## config.mk

```make
export PLATFORM = sky130hd
export DESIGN_NAME = alu_arbiter_flat
export DESIGN_NICKNAME = d
export VERILOG_FILES = /design/src/rtl/alu_pkg.sv /design/src/rtl/alu_arbiter_if.sv /design/src/rtl/alu.sv /design/src/rtl/rr_arb2.sv /design/src/rtl/alu_arbiter.sv /design/src/flat_wrapper.sv
export SDC_FILE = /design/constraint.sdc
export NUM_CORES = 1
export LEC_CHECK = 0
export CAP_MARGIN = 20
export CORE_UTILIZATION = 45
export CTS_BUF_LIST = sky130_fd_sc_hd__clkbuf_2 sky130_fd_sc_hd__clkbuf_4 sky130_fd_sc_hd__clkbuf_8
export CTS_CLUSTER_SIZE = 10
export DETAILED_ROUTE_END_ITERATION = 8
export HOLD_SLACK_MARGIN = 0.1
export PLACE_DENSITY = 0.72
export SLEW_MARGIN = 20
export SYNTH_ARGS = -nofsm -noshare
export SYNTH_HDL_FRONTEND = slang
export SYNTH_SLANG_ARGS = --single-unit
```

## constraint.sdc

```tcl
create_clock -name clk -period 18.2 [get_ports clk]
set_clock_uncertainty 0.05 [all_clocks]
set_input_delay 2.73 -clock clk [delete_from_list [all_inputs] [get_ports clk]]
set_output_delay 2.73 -clock clk [all_outputs]
set_load 0.05 [all_outputs]
```

## src/rtl/alu_pkg.sv

```systemverilog
// Shared ALU definitions: function codes plus operation and response records.
// Used by decode, the alu and the alu_arbiter.
package alu_pkg;

  localparam int ALU_W  = 32;
  localparam int ALU_FW = 5;

  typedef enum logic [ALU_FW-1:0] {
    ALU_ADD  = 5'd0,
    ALU_SUB  = 5'd1,
    ALU_AND  = 5'd2,
    ALU_OR   = 5'd3,
    ALU_XOR  = 5'd4,
    ALU_NOR  = 5'd5,
    ALU_SLT  = 5'd6,
    ALU_SLTU = 5'd7,
    ALU_SLL  = 5'd8,
    ALU_SRL  = 5'd9,
    ALU_SRA  = 5'd10
  } alu_fn_e;

  typedef struct packed {
    logic [ALU_FW-1:0] f;
    logic [ALU_W-1:0]  a;
    logic [ALU_W-1:0]  b;
  } alu_op_t;

  typedef struct packed {
    logic             id;
    logic [ALU_W-1:0] y;
    logic             zero;
  } alu_rsp_t;

endpackage

```

## src/rtl/alu_arbiter_if.sv

```systemverilog
// Two requester valid/ready channels plus the registered response channel.
// The requester/consumer side holds the master modport, the arbiter the slave modport.
interface alu_arbiter_if
  import alu_pkg::*;
  #(parameter int W = ALU_W, parameter int FW = ALU_FW);

  logic          req0_valid;
  logic          req0_ready;
  logic [FW-1:0] req0_f;
  logic [W-1:0]  req0_a;
  logic [W-1:0]  req0_b;

  logic          req1_valid;
  logic          req1_ready;
  logic [FW-1:0] req1_f;
  logic [W-1:0]  req1_a;
  logic [W-1:0]  req1_b;

  logic          rsp_valid;
  logic          rsp_ready;
  logic          rsp_id;
  logic [W-1:0]  rsp_y;
  logic          rsp_zero;

  modport master (
    output req0_valid, req0_f, req0_a, req0_b,
    output req1_valid, req1_f, req1_a, req1_b,
    output rsp_ready,
    input  req0_ready, req1_ready,
    input  rsp_valid, rsp_id, rsp_y, rsp_zero
  );

  modport slave (
    input  req0_valid, req0_f, req0_a, req0_b,
    input  req1_valid, req1_f, req1_a, req1_b,
    input  rsp_ready,
    output req0_ready, req1_ready,
    output rsp_valid, rsp_id, rsp_y, rsp_zero
  );

endinterface

```

## src/rtl/alu.sv

```systemverilog
// Existing combinational ALU: Y = F(A, B), Zero flags an all-zero Y.
module alu
  import alu_pkg::*;
  #(parameter int W = ALU_W, parameter int FW = ALU_FW)
  (
    input  logic [W-1:0]  a,
    input  logic [W-1:0]  b,
    input  logic [FW-1:0] f,
    output logic [W-1:0]  y,
    output logic          zero
  );

  localparam int SH = $clog2(W);

  always_comb begin
    y = '0;
    case (f)
      ALU_ADD:  y = a + b;
      ALU_SUB:  y = a - b;
      ALU_AND:  y = a & b;
      ALU_OR:   y = a | b;
      ALU_XOR:  y = a ^ b;
      ALU_NOR:  y = ~(a | b);
      ALU_SLT:  y = {{(W-1){1'b0}}, ($signed(a) < $signed(b))};
      ALU_SLTU: y = {{(W-1){1'b0}}, (a < b)};
      ALU_SLL:  y = a << b[SH-1:0];
      ALU_SRL:  y = a >> b[SH-1:0];
      ALU_SRA:  y = $signed(a) >>> b[SH-1:0];
      default:  y = '0;
    endcase
  end

  assign zero = (y == '0);

endmodule

```

## src/rtl/rr_arb2.sv

```systemverilog
// Two-way grant with a one-bit round-robin pointer; RR=0 degrades to fixed req0 priority.
// The pointer only moves on an accepted grant, never on a stalled one.
module rr_arb2 #(parameter bit RR = 1'b1)
  (
    input  logic       clk,
    input  logic       rstn,
    input  logic [1:0] valid,
    input  logic       accept,
    output logic [1:0] grant,
    output logic       gnt_id
  );

  logic ptr;

  always_comb begin
    grant  = 2'b00;
    gnt_id = 1'b0;
    case (valid)
      2'b01: begin
        grant  = 2'b01;
        gnt_id = 1'b0;
      end
      2'b10: begin
        grant  = 2'b10;
        gnt_id = 1'b1;
      end
      2'b11: begin
        if (RR && ptr) begin
          grant  = 2'b10;
          gnt_id = 1'b1;
        end else begin
          grant  = 2'b01;
          gnt_id = 1'b0;
        end
      end
      default: begin
        grant  = 2'b00;
        gnt_id = 1'b0;
      end
    endcase
  end

  always_ff @(posedge clk or negedge rstn) begin
    if (!rstn) begin
      ptr <= 1'b0;
    end else if (accept) begin
      ptr <= ~gnt_id;
    end
  end

endmodule

```

## src/rtl/alu_arbiter.sv

```systemverilog
// Shares one alu between the issue pipe (req0) and the branch/address unit (req1),
// registering each result with its requester id in a one-entry output stage.
//
// state    | meaning
// ST_EMPTY | no result held, rsp_valid=0, any grant is accepted
// ST_FULL  | result held, rsp_valid=1, new accept only when rsp_ready
module alu_arbiter
  import alu_pkg::*;
  #(parameter int W = ALU_W, parameter int FW = ALU_FW, parameter bit RR = 1'b1)
  (
    input  logic          clk,
    input  logic          rstn,
    alu_arbiter_if.slave  bus
  );

  localparam logic [0:0] ST_EMPTY = 1'b0;
  localparam logic [0:0] ST_FULL  = 1'b1;

  logic [0:0]    state;
  logic          can_accept;
  logic          accept;
  logic [1:0]    grant;
  logic          gnt_id;
  logic [FW-1:0] alu_f;
  logic [W-1:0]  alu_a;
  logic [W-1:0]  alu_b;
  logic [W-1:0]  alu_y;
  logic          alu_zero;
  logic          rsp_id_q;
  logic [W-1:0]  rsp_y_q;
  logic          rsp_zero_q;

  rr_arb2 #(.RR(RR)) u_arb (
    .clk    (clk),
    .rstn   (rstn),
    .valid  ({bus.req1_valid, bus.req0_valid}),
    .accept (accept),
    .grant  (grant),
    .gnt_id (gnt_id)
  );

  // rstn gates ready so nothing is accepted while reset is held
  assign can_accept     = (state == ST_EMPTY) || bus.rsp_ready;
  assign bus.req0_ready = rstn && grant[0] && can_accept;
  assign bus.req1_ready = rstn && grant[1] && can_accept;
  assign accept         = bus.req0_ready || bus.req1_ready;

  always_comb begin
    alu_f = bus.req0_f;
    alu_a = bus.req0_a;
    alu_b = bus.req0_b;
    if (gnt_id) begin
      alu_f = bus.req1_f;
      alu_a = bus.req1_a;
      alu_b = bus.req1_b;
    end
  end

  alu #(.W(W), .FW(FW)) u_alu (
    .a    (alu_a),
    .b    (alu_b),
    .f    (alu_f),
    .y    (alu_y),
    .zero (alu_zero)
  );

  always_ff @(posedge clk or negedge rstn) begin
    if (!rstn) begin
      state      <= ST_EMPTY;
      rsp_id_q   <= 1'b0;
      rsp_y_q    <= '0;
      rsp_zero_q <= 1'b0;
    end else if (accept) begin
      state      <= ST_FULL;
      rsp_id_q   <= gnt_id;
      rsp_y_q    <= alu_y;
      rsp_zero_q <= alu_zero;
    end else if (bus.rsp_ready) begin
      state <= ST_EMPTY;
    end
  end

  assign bus.rsp_valid = (state == ST_FULL);
  assign bus.rsp_id    = rsp_id_q;
  assign bus.rsp_y     = rsp_y_q;
  assign bus.rsp_zero  = rsp_zero_q;

endmodule

```

## src/flat_wrapper.sv

```systemverilog
// flat-port wrapper written by rule: the top's interface ports become plain ports
module alu_arbiter_flat import alu_pkg::*;
#(parameter int W = ALU_W, parameter int FW = ALU_FW, parameter bit RR = 1'b1)
  (clk, rstn, bus_req0_valid, bus_req0_f, bus_req0_a, bus_req0_b, bus_req1_valid, bus_req1_f, bus_req1_a, bus_req1_b, bus_rsp_ready, bus_req0_ready, bus_req1_ready, bus_rsp_valid, bus_rsp_id, bus_rsp_y, bus_rsp_zero);
  alu_arbiter_if #(.W(W), .FW(FW)) bus_i ();
  input  logic clk;
  input  logic rstn;
  input wire logic [$bits(bus_i.req0_valid)-1:0] bus_req0_valid;
  input wire logic [$bits(bus_i.req0_f)-1:0] bus_req0_f;
  input wire logic [$bits(bus_i.req0_a)-1:0] bus_req0_a;
  input wire logic [$bits(bus_i.req0_b)-1:0] bus_req0_b;
  input wire logic [$bits(bus_i.req1_valid)-1:0] bus_req1_valid;
  input wire logic [$bits(bus_i.req1_f)-1:0] bus_req1_f;
  input wire logic [$bits(bus_i.req1_a)-1:0] bus_req1_a;
  input wire logic [$bits(bus_i.req1_b)-1:0] bus_req1_b;
  input wire logic [$bits(bus_i.rsp_ready)-1:0] bus_rsp_ready;
  output wire logic [$bits(bus_i.req0_ready)-1:0] bus_req0_ready;
  output wire logic [$bits(bus_i.req1_ready)-1:0] bus_req1_ready;
  output wire logic [$bits(bus_i.rsp_valid)-1:0] bus_rsp_valid;
  output wire logic [$bits(bus_i.rsp_id)-1:0] bus_rsp_id;
  output wire logic [$bits(bus_i.rsp_y)-1:0] bus_rsp_y;
  output wire logic [$bits(bus_i.rsp_zero)-1:0] bus_rsp_zero;
  assign bus_i.req0_valid = bus_req0_valid;
  assign bus_i.req0_f = bus_req0_f;
  assign bus_i.req0_a = bus_req0_a;
  assign bus_i.req0_b = bus_req0_b;
  assign bus_i.req1_valid = bus_req1_valid;
  assign bus_i.req1_f = bus_req1_f;
  assign bus_i.req1_a = bus_req1_a;
  assign bus_i.req1_b = bus_req1_b;
  assign bus_i.rsp_ready = bus_rsp_ready;
  assign bus_req0_ready = bus_i.req0_ready;
  assign bus_req1_ready = bus_i.req1_ready;
  assign bus_rsp_valid = bus_i.rsp_valid;
  assign bus_rsp_id = bus_i.rsp_id;
  assign bus_rsp_y = bus_i.rsp_y;
  assign bus_rsp_zero = bus_i.rsp_zero;
  alu_arbiter #(.W(W), .FW(FW), .RR(RR)) u_core (.clk(clk), .rstn(rstn), .bus(bus_i));
endmodule
```

==> results.py <==
metrics = {
    "sta": {
        "post-route-period-util": 0.533,
        "rsz0062_at_grt": "no",
        "max_freq_mhz": 103,
        "layout_min_cycle_time_ps": 9710,
        "worst_pin_slew_ps": 1290,
        "setup_viol": 0,
        "drv_slew": 0,
        "hold_slack_ps": 444,
        "setup_ws_ps": 8490,
        "finalSetupTns_ps": 0,
        "slew_headroom": 0.127,
        "hold_violations": 0,
    },
    "yosys": {
        "ys_ff_latch": 36,
        "synth_edf_count": 0,
        "synth_flop_cell": "dfrtp_1",
        "avgSynthCellArea_um2": 6.72,
        "synth_area_leaders": "nand2_1 8.5%, ha_1 8.4%, mux2i_1 8.4%",
        "netlist_area_um2": 14500,
        "yosysMostFrequentCell": "nand2_1",
        "yosys.area.top_type_share": 0.0846,
        "synth_cells": 2150,
        "seq_area_frac_synth": 0.0623,
        "yosys_warnings": 0,
        "syn_nets": 2392,
        "synth_async_sr_flop_share": 1.00,
        "yosysUniqueCellTypes": 97,
        "ys_top_cells_by_count": "326 x nand2_1, 182 x nor2_1, 155 x a21oi_1",
        "synth_top_area_cell": "nand2_1",
    },
    "placement": {
        "pre_cts_ws_ps": 8550,
        "port_buffers": 179,
        "gp_congestion": 1.12,
        "post_dp_cell_area_um2": 16300,
        "dp_cells": 2593,
        "dp_hpwl_um": 63600,
    },
    "floorplan": {
        "core_um2": 31600,
        "die-area_um2": 32800,
        "fp.dieH_um": 181,
        "start_util": 0.458,
        "die_w_um": 181,
        "boundaryPins": 180,
        "num_rows": 65,
    },
    "clock_network": {
        "post_cts_buffers": 0,
        "clockBufferDepth": 2,
        "cts_sinks": 36,
        "cts_resized": 0,
        "clk_latency_ps": 290,
        "clkSlewWorstSetupHoldPaths_ps": 100,
        "cts_tree": "yes",
        "cts_buffers": 5,
        "cts_max_level": 2,
        "hold_buffers": 0,
        "root_buffer": "clkbuf_8",
    },
    "worst_setup_path": {
        "required_ps": 18360,
        "crit_chain": "clkdlybuf4s50_1 -> nor2b_4 -> buf_4 -> nor2_4 -> buf_4 -> buf_4 -> nand2_1 -> nand2_1 -> inv_1 -> fa_1 -> o21bai_1 -> nand3_1 -> a2111oi_1 -> nor2_1 -> nor2_1 -> o221ai_1 -> o41ai_1 -> o221a_2 -> o221ai_1 -> nor4_1 -> nand4_1 -> o41ai_2",
        "cp_slowest_stage_delay_ps": 680,
        "worstPathArrival_ps": 9870,
        "worstPathMaxFanout": 43,
        "crit_buf_inv": 5,
        "worst_setup_path_start_kind": "input pin",
        "endpoint_kind": "flop",
        "cpMostUsedCell": "buf_4",
        "cp_top_family": "compound AO/OA/AOI/OAI gates",
        "path_class": "in -> reg",
        "crit_slowest_cell": "a2111oi_1",
    },
    "route": {
        "via_count": 19555,
        "drtAntennaViolNets": 0,
        "vias_per_cell": 7.52,
        "drc": 0,
        "drt_iter0_drc": 3299,
        "wire_per_inst_um": 32.0,
        "drtPass1Iterations": 7,
        "drt_wl_total_um": 83300,
    },
    "power_and_ir_drop": {
        "total_power_mw": 1.32,
        "p_per_area_nw_per_um2": 80.4,
        "p_leak_nw": 6.75,
        "ir_drop_mv": 0.0612,
    },
    "global_route": {
        "grt_antenna_before_repair": 6,
        "overflow": 0,
        "grt_pass1_vias": 17623,
        "grt_pass1_wl_um": 120000,
        "grt_usage": 0.487,
        "grt_max_degree": 81,
    },
    "cells_and_area": {
        "layout-drive-gt1-share": 0.0773,
        "syn2layout_area_growth_pct": 13.5,
        "stdcell_area_um2": 16400,
        "finish.utilization": 0.520,
        "stdcell_count": 2602,
        "nets": 2440,
    },
    "run": {
        "cap_violations": 0,
    },
    "status": {
        "status": "complete, no violations",
    },
    "min_path": {
        "hold_path.class": "reg -> reg",
    },
}
-- routing by layer --
layer / wire length (um) / vias to the layer above / track usage
li1: - / 8206 / -
met1: 32800 / 9175 / 0.652
met2: 32100 / 1824 / 0.680
met3: 12800 / 344 / 0.166
met4: 5430 / 6 / 0.260
met5: 63 / - / 0
-- final timing paths --
path / to / slack [ps] / start / depth (start not counted)
setup / recovery: u_core.bus.rsp_zero / 8490 / bus_req0_valid / 22
hold / removal: u_core.bus.rsp_id / 440 / u_core.bus.rsp_id / 1
setup reg to reg: u_core.bus.rsp_zero / 10990 / u_core.u_arb.ptr / 20
hold reg to reg: u_core.bus.rsp_id / 440 / u_core.bus.rsp_id / 1
max in group asynchronous: u_core.bus.rsp_y[0] / 15050 / rstn / 1
min in group asynchronous: u_core.bus.rsp_y[21] / 2500 / rstn / 1
-- state kept, by name (all words and copies together) (netlist names) --
signal                cells
u_core.u_arb.ptr          1
u_core.bus.rsp_valid      1
u_core.bus.rsp_zero       1
u_core.bus.rsp_y         32
u_core.bus.rsp_id         1
-- kinds of logic (layout without fill, tap and decap cells) --
| family | count (synthesis) | count (layout) | synth area share |
|---|---|---|---|
| muxes | 186 | 186 | 0.146 |
| buffers and inverters | 292 | 341 | 0.0888 |
| other | 0 | 1 | 0 |
| AOI/OAI and AO/OA | 686 | 686 | 0.335 |
| DFF | 36 | 36 | 0.0623 |
| xor gates and xnor gates | 9 | 9 | 0.00545 |
| adders and majority gates | 99 | 99 | 0.0867 |
| and+or+nand+nor | 842 | 842 | 0.275 |
-- cell usage in the layout (no fill, tap or decap), types with 18 or more instances in the layout --
cell type and n:
a21oi_1 154, nor4_1 28, mux2i_1 121, a221oi_1 28, nand4_1 82, nor2b_1 21, inv_1 105, o211ai_1 64
a211oi_1 63, nor3_1 40, a221o_1 25, buf_4 47, o22ai_1 18, and3_1 18, nand3_1 51, nor2_1 181
ha_1 97, mux2_2 49, nand2_1 325, o21ai_0 91, a31oi_1 26, dfrtp_1 36, a21o_1 19, clkdlybuf4s50_1 175
-- final cells by class --
| type | instances | area, um^2 |
|---|---|---|
| multi-input combinational | 1822 | 12400 |
| clock buffer | 6 | 76.3 |
| sequential | 36 | 901 |
| fill | 3176 | 15200 |
| timing repair buffer | 223 | 2110 |
| tap | 402 | 503 |
| clock inverter | 2 | 16.3 |
| inverter | 110 | 413 |
| antenna | 1 | 2.50 |
-- worst register-to-register path: stages, from the launching register on --
cell and delay [ps]:
dfrtp_1 430, nand2b_4 400, nand2_4 650, buf_4 690, nand2_1 150, o21ai_0 180, ha_1 330, inv_1 100
fa_1 470, o21bai_1 200, nand3_1 150, a2111oi_1 680, nor2_1 240, nor2_1 140, o221ai_1 340, o41ai_1 510
o221a_2 270, o221ai_1 170, nor4_1 530, nand4_1 180, o41ai_2 290
-- where the power goes --
group	leakage, nW	total, mW	switching (mW)	internal [mW]
sequential	0.419	0.132	0.0201	0.112
combinational	6.28	1.12	0.778	0.345
clock	0.0448	0.0630	0.0342	0.0288
total	6.75	1.32	0.833	0.486
No activity file was read; power rests on OpenSTA's default activity.
